`src/rtl/fetch_pkg.sv`:
```
`default_nettype none
// ============================================================================
//  Module   : fetch_pkg
//  Purpose  : Shared types and defaults for the instruction fetch stage.
//  Revision : 1.0 - initial release
// ============================================================================
package fetch_pkg;

    // Default datapath width of the fetch stage.
    localparam int FETCH_WIDTH = 32;

    // Default program counter after reset.
    localparam logic [FETCH_WIDTH-1:0] DEFAULT_RESET_PC = '0;

    // One buffered fetch result at the default width: the address it was read
    // from and the word that came back.
    typedef struct packed {
        logic [FETCH_WIDTH-1:0] pc;
        logic [FETCH_WIDTH-1:0] instr;
    } fetch_entry_t;

endpackage : fetch_pkg
`default_nettype wire

```
`src/rtl/fetch_fifo.sv`:
```
`default_nettype none
// ============================================================================
//  Module   : fetch_fifo
//  Purpose  : Small in-order buffer of fetch entries. Flush empties it in one
//             cycle; storage contents are never cleared, only the pointers.
//  Revision : 1.0 - initial release
// ============================================================================
module fetch_fifo
    import fetch_pkg::*;
#(
    parameter int  DEPTH   = 4,
    parameter type entry_t = fetch_entry_t
) (
    input  logic   clk,
    input  logic   reset,
    input  logic   flush,
    input  logic   push,
    input  logic   pop,
    input  entry_t din,
    output entry_t dout,
    output logic   full,
    output logic   empty
);

    localparam int                c_ptr_w   = $clog2(DEPTH);
    localparam logic [c_ptr_w:0]  c_depth   = (c_ptr_w + 1)'(DEPTH);
    localparam logic [c_ptr_w:0]  c_cnt_one = (c_ptr_w + 1)'(1);
    localparam logic [c_ptr_w-1:0] c_ptr_one = c_ptr_w'(1);

    logic [c_ptr_w-1:0] r_wr_ptr;
    logic [c_ptr_w-1:0] r_rd_ptr;
    logic [c_ptr_w:0]   r_count;
    entry_t             r_mem [DEPTH];

    logic w_push;
    logic w_pop;

    // Status flags come only from the registered occupancy.
    assign full  = (r_count == c_depth);
    assign empty = (r_count == '0);

    // Never overrun a full buffer or underrun an empty one.
    assign w_push = push && !full;
    assign w_pop  = pop  && !empty;

    // Head entry, forced to zero while nothing is buffered.
    assign dout = empty ? '0 : r_mem[r_rd_ptr];

    // Pointer and occupancy bookkeeping; flush drops everything at once.
    always_ff @(posedge clk) begin
        if (reset || flush) begin
            r_wr_ptr <= '0;
            r_rd_ptr <= '0;
            r_count  <= '0;
        end else begin
            if (w_push) r_wr_ptr <= r_wr_ptr + c_ptr_one;
            if (w_pop)  r_rd_ptr <= r_rd_ptr + c_ptr_one;
            case ({w_push, w_pop})
                2'b10:   r_count <= r_count + c_cnt_one;
                2'b01:   r_count <= r_count - c_cnt_one;
                default: r_count <= r_count;
            endcase
        end
    end

    // Storage write; contents survive reset and flush.
    always_ff @(posedge clk) begin
        if (w_push) r_mem[r_wr_ptr] <= din;
    end

endmodule : fetch_fifo
`default_nettype wire

```
`src/rtl/fetch_unit.sv`:
```
`default_nettype none
// ============================================================================
//  Module   : fetch_unit
//  Purpose  : Instruction fetch stage. Owns the PC, drives the combinational
//             imem read address, buffers {pc, instr} pairs and hands them to
//             the decoder over valid/ready. Redirect flushes and restarts.
//  Revision : 1.0 - initial release
// ============================================================================
module fetch_unit
    import fetch_pkg::*;
#(
    parameter int               WIDTH     = FETCH_WIDTH,
    parameter int               DEPTH     = 4,
    parameter logic [WIDTH-1:0] RESET_PC  = WIDTH'(DEFAULT_RESET_PC),
    parameter int               ADDR_STEP = 4
) (
    input  logic             clk,
    input  logic             reset,
    output logic [WIDTH-1:0] imem_addr,
    input  logic [WIDTH-1:0] imem_rdata,
    input  logic             redirect_valid,
    input  logic [WIDTH-1:0] redirect_pc,
    output logic             instr_valid,
    input  logic             instr_ready,
    output logic [WIDTH-1:0] instr,
    output logic [WIDTH-1:0] instr_pc
);

    localparam logic [WIDTH-1:0] c_step = WIDTH'(ADDR_STEP);

    // Entry layout follows the package type but tracks this instance's WIDTH.
    typedef struct packed {
        logic [WIDTH-1:0] pc;
        logic [WIDTH-1:0] instr;
    } entry_t;

    logic [WIDTH-1:0] r_pc;
    logic             w_full;
    logic             w_empty;
    logic             w_push;
    logic             w_pop;
    entry_t           w_din;
    entry_t           w_dout;

    // A redirect cycle neither fetches nor offers anything: the PC and the
    // buffer contents are both about to be discarded.
    assign w_push      = !w_full && !redirect_valid;
    assign instr_valid = !w_empty && !redirect_valid;
    assign w_pop       = instr_valid && instr_ready;

    assign imem_addr = r_pc;
    assign w_din     = '{pc: r_pc, instr: imem_rdata};
    assign instr     = w_dout.instr;
    assign instr_pc  = w_dout.pc;

    // Program counter: reset > redirect > advance on a successful fetch.
    always_ff @(posedge clk) begin
        if (reset) begin
            r_pc <= RESET_PC;
        end else if (redirect_valid) begin
            r_pc <= redirect_pc;
        end else if (w_push) begin
            r_pc <= r_pc + c_step;
        end
    end

    fetch_fifo #(
        .DEPTH   (DEPTH),
        .entry_t (entry_t)
    ) u_fifo (
        .clk   (clk),
        .reset (reset),
        .flush (redirect_valid),
        .push  (w_push),
        .pop   (w_pop),
        .din   (w_din),
        .dout  (w_dout),
        .full  (w_full),
        .empty (w_empty)
    );

endmodule : fetch_unit
`default_nettype wire

```
`config.mk`:
```
export PLATFORM = sky130hd
export DESIGN_NAME = fetch_unit
export DESIGN_NICKNAME = d
export VERILOG_FILES = /design/src/rtl/fetch_pkg.sv /design/src/rtl/fetch_fifo.sv /design/src/rtl/fetch_unit.sv
export SDC_FILE = /design/constraint.sdc
export NUM_CORES = 1
export LEC_CHECK = 0
export CAP_MARGIN = 5
export CORE_MARGIN = 1.5
export CORE_UTILIZATION = 36
export CTS_BUF_LIST = sky130_fd_sc_hd__clkbuf_8 sky130_fd_sc_hd__clkbuf_16
export DETAILED_ROUTE_END_ITERATION = 12
export PLACE_DENSITY = 0.61
export SLEW_MARGIN = 20
export SYNTH_ARGS = -nofsm -noshare
export SYNTH_HDL_FRONTEND = slang
export SYNTH_HIERARCHICAL = 1
export SYNTH_SLANG_ARGS = --single-unit
```
`constraint.sdc`:
```
create_clock -name clk -period 4.4 [get_ports clk]
set_input_delay 0.66 -clock clk [delete_from_list [all_inputs] [get_ports clk]]
set_output_delay 0.66 -clock clk [all_outputs]
set_load 0.02 [all_outputs]
```
==> flow_summary_export.csv <==
group,metric,value,unit
global_routing,grt_util_all_layers,0.1547,
cts,postCtsSetupRepairBufs,0,
status,status,"finished clean",
cts,clk_latency,510,ps
cts,root_buffer,"clkbuf_16",
critical_path,path_delay_family,"buffers and inverters",
floorplan,core-area,32870,um2
synth,synthCells,714,
synth,syn-num-nets,789,
placement,dp_hpwl,16740,um
global_routing,antenna_found_initial,1,
layout,layout-drive-gt1-share,0.1537,
timing,max-slew-margin-rel,0.4792,
critical_path,rr_worst_depth,12,
floorplan,std_cell_rows,66,
timing,setup_viol_count_final,0,
layout,postLayoutCellArea,15460,um2
critical_path,crit_chain,"buf_4 > mux4_2 > nor2b_1 > clkdlybuf4s50_1",
detailed_routing,routed_wl,27020,um
synth,synth.most_common_cell,"edfxtp_1",
power,power.density,420.1,nW/um2
critical_path,slowest_stage,"dfxtp_4",
cts,htree_levels,2,
floorplan,die_x,186.4,um
global_routing,grt_first_pass_wirelength,41830,um
synth,yosysSeqAreaShare,0.7024,
detailed_routing,drc_errors,0,
timing,maxSlewViolCount,0,
placement,place_congestion,0.7826,
critical_path,critical_path_class,"register to primary output",
synth,synth-edff-count,256,
global_routing,grt-busiest-layer,"met2",
layout,n_antenna_cell,0,
synth,ys_seq_elements,297,
job,cap_violations,0,
cts,hold_buffers,0,
synth,avgSynthCellArea,16.96,um2
global_routing,grt_overflow_total,0,
floorplan,die_h,186.4,um
cts,cts_made_buffers,34,
timing,rsz0062_at_grt,"false",
cts,clock_sinks,297,
detailed_routing,vias,6923,
timing,setup_ws,901.4,ps
synth,ys_warn_count,6,
synth,ys.flop_type,"edfxtp_1",
floorplan,dieArea,34760,um2
floorplan,ios,165,
global_routing,first_global_vias,7035,
global_routing,met2_usage,0.2387,
floorplan,initial_core_util,0.3685,
synth,ys_types,51,
critical_path,cpPeakStageDelay,760,ps
cts,path_clk_slew,60,ps
timing,fin_crit_sh,0.7951,
critical_path,crit_arrival,2840,ps
placement,port-buffer-count,164,
layout,nNetsFinal,962,
power,vdd_ir_drop_max,0.2333,mV
synth,syn_area,12110,um2
timing,finalCriticalPeriod,3499,ps
synth,synth_commonest_cells,"edfxtp_1 (256), nor2b_1 (67), mux4_2 (64)",
synth,synthTopCellsByArea,"edfxtp_1 (63%), mux4_2 (12%), dfxtp_1 (6.8%)",
min_path,hold_depth,2,
timing,fmax,285.8,MHz
global_routing,use_met1,0.2255,
detailed_routing,initialDrtViolationCount,440,
detailed_routing,vias_per_cell,5.117,
timing,hold_violations,0,
critical_path,cp.depth,4,
layout,syn_to_final_growth,27.64,%
synth,synth_top_cell_by_area,"edfxtp_1",
detailed_routing,wl_per_cell,19.97,um
global_routing,grt_max_degree,54,
critical_path,worst-path-buf-inv,2,
cts,cts_tree,"done",
synth,ys_async_sr_fraction,0,
placement,place_area,14310,um2
power,p_leak,4.870,nW
placement,pre_cts_slack,1233,ps
timing,fin_worst_skew,26.08,ps
critical_path,critPathRequiredTime,3740,ps
power,p_total,0.006495,W
synth,synth.top_cell.area_share,0.6346,
timing,tightestPinTransition,778.7,ps
min_path,hold_path.class,"register to register",
cts,cts_resized,0,
critical_path,worstSetupStartpointType,"register",
global_routing,grt_use_met3,0.03197,
critical_path,end_kind,"primary output",
critical_path,path_max_fanout,29,
detailed_routing,final_antenna_net_count,0,
cts,clk_path_buf_depth,3,
timing,finalSetupTns,0,ps
detailed_routing,firstDrtPassIters,4,
## final cells by class
cell class	instances	area [um2]
Fill cell	2874	17410
Sequential cell	297	8516
Multi-Input combinational cell	360	3363
Timing Repair Buffer	180	1837
Clock buffer	37	925.9
Tap cell	442	553.0
Clock inverter	23	214.0
Inverter	14	52.55
## flip-flops by register name, indices dropped and copies added, names as in the netlist, named ones only
| signal | count |
|---|---|
| u_fifo/r_wr_ptr | 2 |
| imem_addr | 32 |
| u_fifo/r_count | 3 |
| u_fifo/r_mem | 256 |
| u_fifo/r_rd_ptr | 2 |
## worst reg2reg max path, cell delays in order (launching register included)
cell and delay, ps:
dfxtp_1 410, or3b_1 520, inv_1 100, buf_4 230
nor2_1 160, and2_4 180, inv_1 50, ha_1 170
inv_1 60, fa_1 370, xor2_1 160, or3_1 300
a21oi_1 140
## where the power goes
group | switching (W) | internal, W | total [W]
Clock | 0.00107 | 0.00175 | 0.00282
Sequential | 0.0000785 | 0.00315 | 0.00323
Combinational | 0.000218 | 0.000225 | 0.000442
## metrics by stage
stage,hold slack [ps],utilization,std cells
global route,545.1,0.4704,1353
finish,484.1,0.4704,1353
global placement,457.8,0.4354,1293
detailed placement,474.8,0.4354,1293
floorplan,459.1,-,714
CTS,490.6,0.4700,1353
## path summary, 6_finish.rpt
check,start,end,slack (ps)
worst max-delay path,register,instr[27],900
worst min-delay path,u_fifo/r_rd_ptr[0]$_SDFFE_PP0P_,register,480
worst max register to register,u_fifo/r_count[2]$_SDFFE_PP0P_,u_fifo/r_count[2]$_SDFFE_PP0P_,1480
worst min register to register,u_fifo/r_rd_ptr[0]$_SDFFE_PP0P_,register,480
## routing by layer
layer | share of wire | wire, um
met3 | 0.064 | 1740
met5 | 0.00041 | 11
met2 | 0.46 | 12340
met1 | 0.46 | 12530
met4 | 0.015 | 402
## kinds of logic (layout without fill, tap and decap cells)
kind of cell / after synthesis / count (layout) / synth area share
buffers and inverters: 57 / 254 / 0.02314
flip-flops: 297 / 297 / 0.7024
adder cells (fa/ha/maj): 7 / 7 / 0.007850
AO/OA/AOI/OAI: 68 / 68 / 0.03894
AND/OR/NAND/NOR: 205 / 205 / 0.09679
multiplexers: 67 / 67 / 0.1215
XOR/XNOR: 13 / 13 / 0.009400
## layout by cell type, fill, tap and decap left out, drive strengths merged, types with 6 or more instances in the layout
cell type        n
a211oi          12
a21oi           16
and2             6
and3             6
and4             6
buf             16
clkbuf          37
clkdlybuf4s50  164
clkinv          12
dfxtp           41
edfxtp         256
ha               6
inv             20
mux4            64
nand2           20
nand3           14
nand4           10
nor2            33
nor2b           67
nor3             7
nor4             9
o211ai           8
o21ai            7
or3              6
or4             13
xnor2            9
Power figures use the tool's default switching activity.
==> RTL change 1 (same settings) <==
`FETCH_WIDTH`: 32 -> 36.
--- a/src/rtl/fetch_pkg.sv
+++ b/src/rtl/fetch_pkg.sv
@@ -8,5 +8,5 @@
 
     // Default datapath width of the fetch stage.
-    localparam int FETCH_WIDTH = 32;
+    localparam int FETCH_WIDTH = 36;
 
     // Default program counter after reset.
Ports: changed (5 resized); port bits go from 165 to 185. No check against the original RTL was run, so the function may have changed too.
==> RTL change 1 against the unedited design <==
Setup slack worse by 92 ps; cell area is 11% higher; total power grew 10%; synthesized area grew 12%; fmax is 2.6% lower; sequential cell count increased by 36; routed wire length rose by 17%; register-to-register slack got worse by 260 ps.
==> RTL change 1: results (changes against the unedited design) <==
| Metric | Value |
|---|---|
| Drt total wl | 31560 um (was 27020 um) |
| Met1 Usage GRT | 0.2292 (was 0.2255) |
| Starting DRC count in detailed routing | 427 (was 440) |
| Post-synth ARST share | 0 (unchanged) |
| Status | completed (unchanged) |
| Dpl ws | 1256 ps (was 1233 ps) |
| Port bufs | 184 (was 164) |
| Synth Area in XOR/XNOR | 0.009047 (was 0.009400) |
| Pin count of the biggest net entering global routing | 55 (was 54) |
| # nets final | 1062 (was 962) |
| Number of flip-flops under the largest register name | 288 (was 256) |
| CP arrival | 2930 ps (was 2840 ps) |
| Fillers | 3184 (was 2874) |
| Combinational power | 0.490 mW (was 0.442 mW) |
| Total GRT Usage | 0.1636 (was 0.1547) |
| Sw frac | 0.2182 (was 0.2107) |
| Post-synthesis compound-gate area fraction | 0.03647 (was 0.03894) |
| Post-synth EDFFs | 288 (was 256) |
| Met2 Usage GRT | 0.2641 (was 0.2387) |
| Final Skew | 15.40 ps (was 26.08 ps) |
| CTS Buf Count | 38 (was 34) |
| Routed met3 length | 1698 um (was 1740 um) |
| Met3 GRT Util | 0.02971 (was 0.03197) |
| DP HPWL | 19490 um (was 16740 um) |
| Post-Synth Adder-Cell Area | 0.007016 (was 0.007850) |
| First-pass GRT wire length | 47570 um (was 41830 um) |
| Mux cell area share after synthesis | 0.1219 (was 0.1215) |
| Clock share of power | 0.425 (was 0.434) |
| PD cells | 416.7 nW/um^2 (was 420.1 nW/um^2) |
| Peak supply drop | 0.2111 mV (was 0.2333 mV) |
| Cts repair resizes | 0 (unchanged) |
| Commonest cells post-synth | edfxtp_1, nor2b_1, mux4_2 (unchanged) |
| Dpl cells | 1443 (was 1293) |
| Initial antenna violation count | 0 (was 1) |
| Worst-margin pin slew | 987.9 ps (was 778.7 ps) |
| Wire per inst | 20.87 um (was 19.97 um) |
| Seq/Total Area, Yosys | 0.7046 (was 0.7024) |
| M1 wire length | 14390 um (was 12530 um) |
| Syn_nets | 871 (was 789) |
| Top Layer Used | met4 (was met5) |
| Synthesized instance count | 788 (was 714) |
| Ratio of cells with drive above 1 in the final layout | 0.1538 (was 0.1537) |
| Met2 wire length | 14860 um (was 12340 um) |
## RTL change 1: critical path: stages, from the launching register on
cell and delay, ps:
dfxtp_4 730, buf_4 390, mux4_2 540, nor2b_1 170, clkdlybuf4s50_1 560
## RTL change 1: path summary, 6_finish.rpt
path | slack, ps | to | start | cells past startpoint
hold reg to reg | 490 | flip-flop | u_fifo/r_rd_ptr[1] | 2
hold / removal | 490 | flip-flop | u_fifo/r_rd_ptr[1] | 2
setup reg to reg | 1220 | imem_addr[32] | u_fifo/r_count[0] | 6
setup / recovery | 810 | instr_pc[9] | flip-flop | 4
## RTL change 1: final cells by class
type,instances,area (um^2),area share
well taps,504,630.6,0.03671
multi-input cells,394,3701,0.2154
clock buffers,40,989.7,0.05761
clock inverters,29,224.0,0.01304
repair buffers,197,2022,0.1177
flip-flops and latches,333,9557,0.5563
inverters,15,56.30,0.003277
==> RTL change 2 (same flow settings) <==
Made on the original files. Reset style: asynchronous (`reset`), changed in one clocked block.
--- a/src/rtl/fetch_unit.sv
+++ b/src/rtl/fetch_unit.sv
@@ -55,5 +55,5 @@
 
     // Program counter: reset > redirect > advance on a successful fetch.
-    always_ff @(posedge clk) begin
+    always_ff @(posedge clk or posedge reset) begin
         if (reset) begin
             r_pc <= RESET_PC;
Function: differs if reset is asserted again (counterexample within 4 cycles, from zero or initial values and one cycle with reset high); with reset held inactive, the same outputs for 4 cycles.
==> RTL change 2 against the unedited design <==
Total power shrank 4.1%; sequential share of layout area increased by 2.2 points; clock skew down 17 ps; register-to-register slack lost 40 ps; largest power group unchanged; sequential cell count is the same; setup slack worse by 11 ps; cell area down 2.0%; routed wire length fell by 1.2%; fmax shrank 0.31%; highest routed layer unchanged; first-iteration DRC count shrank 28%; synthesized area down 0.27%.
==> RTL change 2: results (changes against the unedited design) <==
| Metric | Value |
|---|---|
| Status | completed (unchanged) |
| Met2 Usage GRT | 0.2651 (was 0.2387) |
| DP HPWL | 16190 um (was 16740 um) |
| Peak supply drop | 0.3004 mV (was 0.2333 mV) |
| Total GRT Usage | 0.1574 (was 0.1547) |
| Avg Vias per Cell | 5.071 (was 5.117) |
| Clock-cell share | 0.06367 (was 0.07372) |
| Worst-Skew Late Latency | 550 ps (was 510 ps) |
| Count of different cell masters after synthesis | 55 (was 51) |
| Ratio of cells with drive above 1 in the final layout | 0.1565 (was 0.1537) |
| Starting DRC count in detailed routing | 317 (was 440) |
| Number of global-route vias before repair | 6975 (was 7035) |
| Non-clk invs | 11 (was 14) |
| Synth Cell Area | 12080 um^2 (was 12110 um^2) |
| Initial antenna violation count | 3 (was 1) |
| Met1 Usage GRT | 0.2088 (was 0.2255) |
| Post-Syn Area per Cell | 17.95 um^2 (was 16.96 um^2) |
| Finished Layout Cells | 1312 (was 1353) |
| Mux cell area share after synthesis | 0.1220 (was 0.1215) |
| Commonest cells post-synth | edfxtp_1, nor2b_1, mux4_2 (unchanged) |
| CTS Buf Count | 31 (was 34) |
| Fillers | 2875 (was 2874) |
| Met2 wire length | 12810 um (was 12340 um) |
| Post-Synth Adder-Cell Area | 0.007872 (was 0.007850) |
| Routability Congestion | 0.7026 (was 0.7826) |
| Post-synth ARST share | 0.1077 (was 0) |
| Hold path startpoint | u_fifo/r_rd_ptr[1] (was u_fifo/r_rd_ptr[0]) |
| Syn_nets | 748 (was 789) |
| Non-CTS buffers | 175 (was 180) |
| Buffering overhead | 0.1151 (was 0.1188) |
| # nets final | 921 (was 962) |
## RTL change 2: metrics by stage
| stage | utilization | setup slack [ps] | hold WS, ps |
|---|---|---|---|
| 2_1_floorplan | - | 854.6 | 459.1 |
| 5_1_grt | 0.4621 | 697.3 | 512.7 |
| 6_report | 0.4621 | 890.6 | 484.1 |
| 3_5_place_dp | 0.4326 | 1387 | 475.9 |
| 3_3_place_gp | 0.4326 | 1400 | 461.6 |
| 4_1_cts | 0.4621 | 792.3 | 485.9 |
## RTL change 2: worst max path at each step
stage / cells past startpoint / end / slack, ps
finish: 4 / instr_pc[24] / 890
global route: 4 / instr_pc[12] / 700
CTS: 4 / instr_pc[24] / 790
detailed placement: 4 / instr_pc[24] / 1390
global placement: 4 / instr_pc[24] / 1400
floorplan: 5 / u_fifo/r_mem[0][0] / 850
## RTL change 2: power by group
group	internal, mW	switching (mW)
clock	1.43	1.03
sequential	3.18	0.101
combinational	0.245	0.241
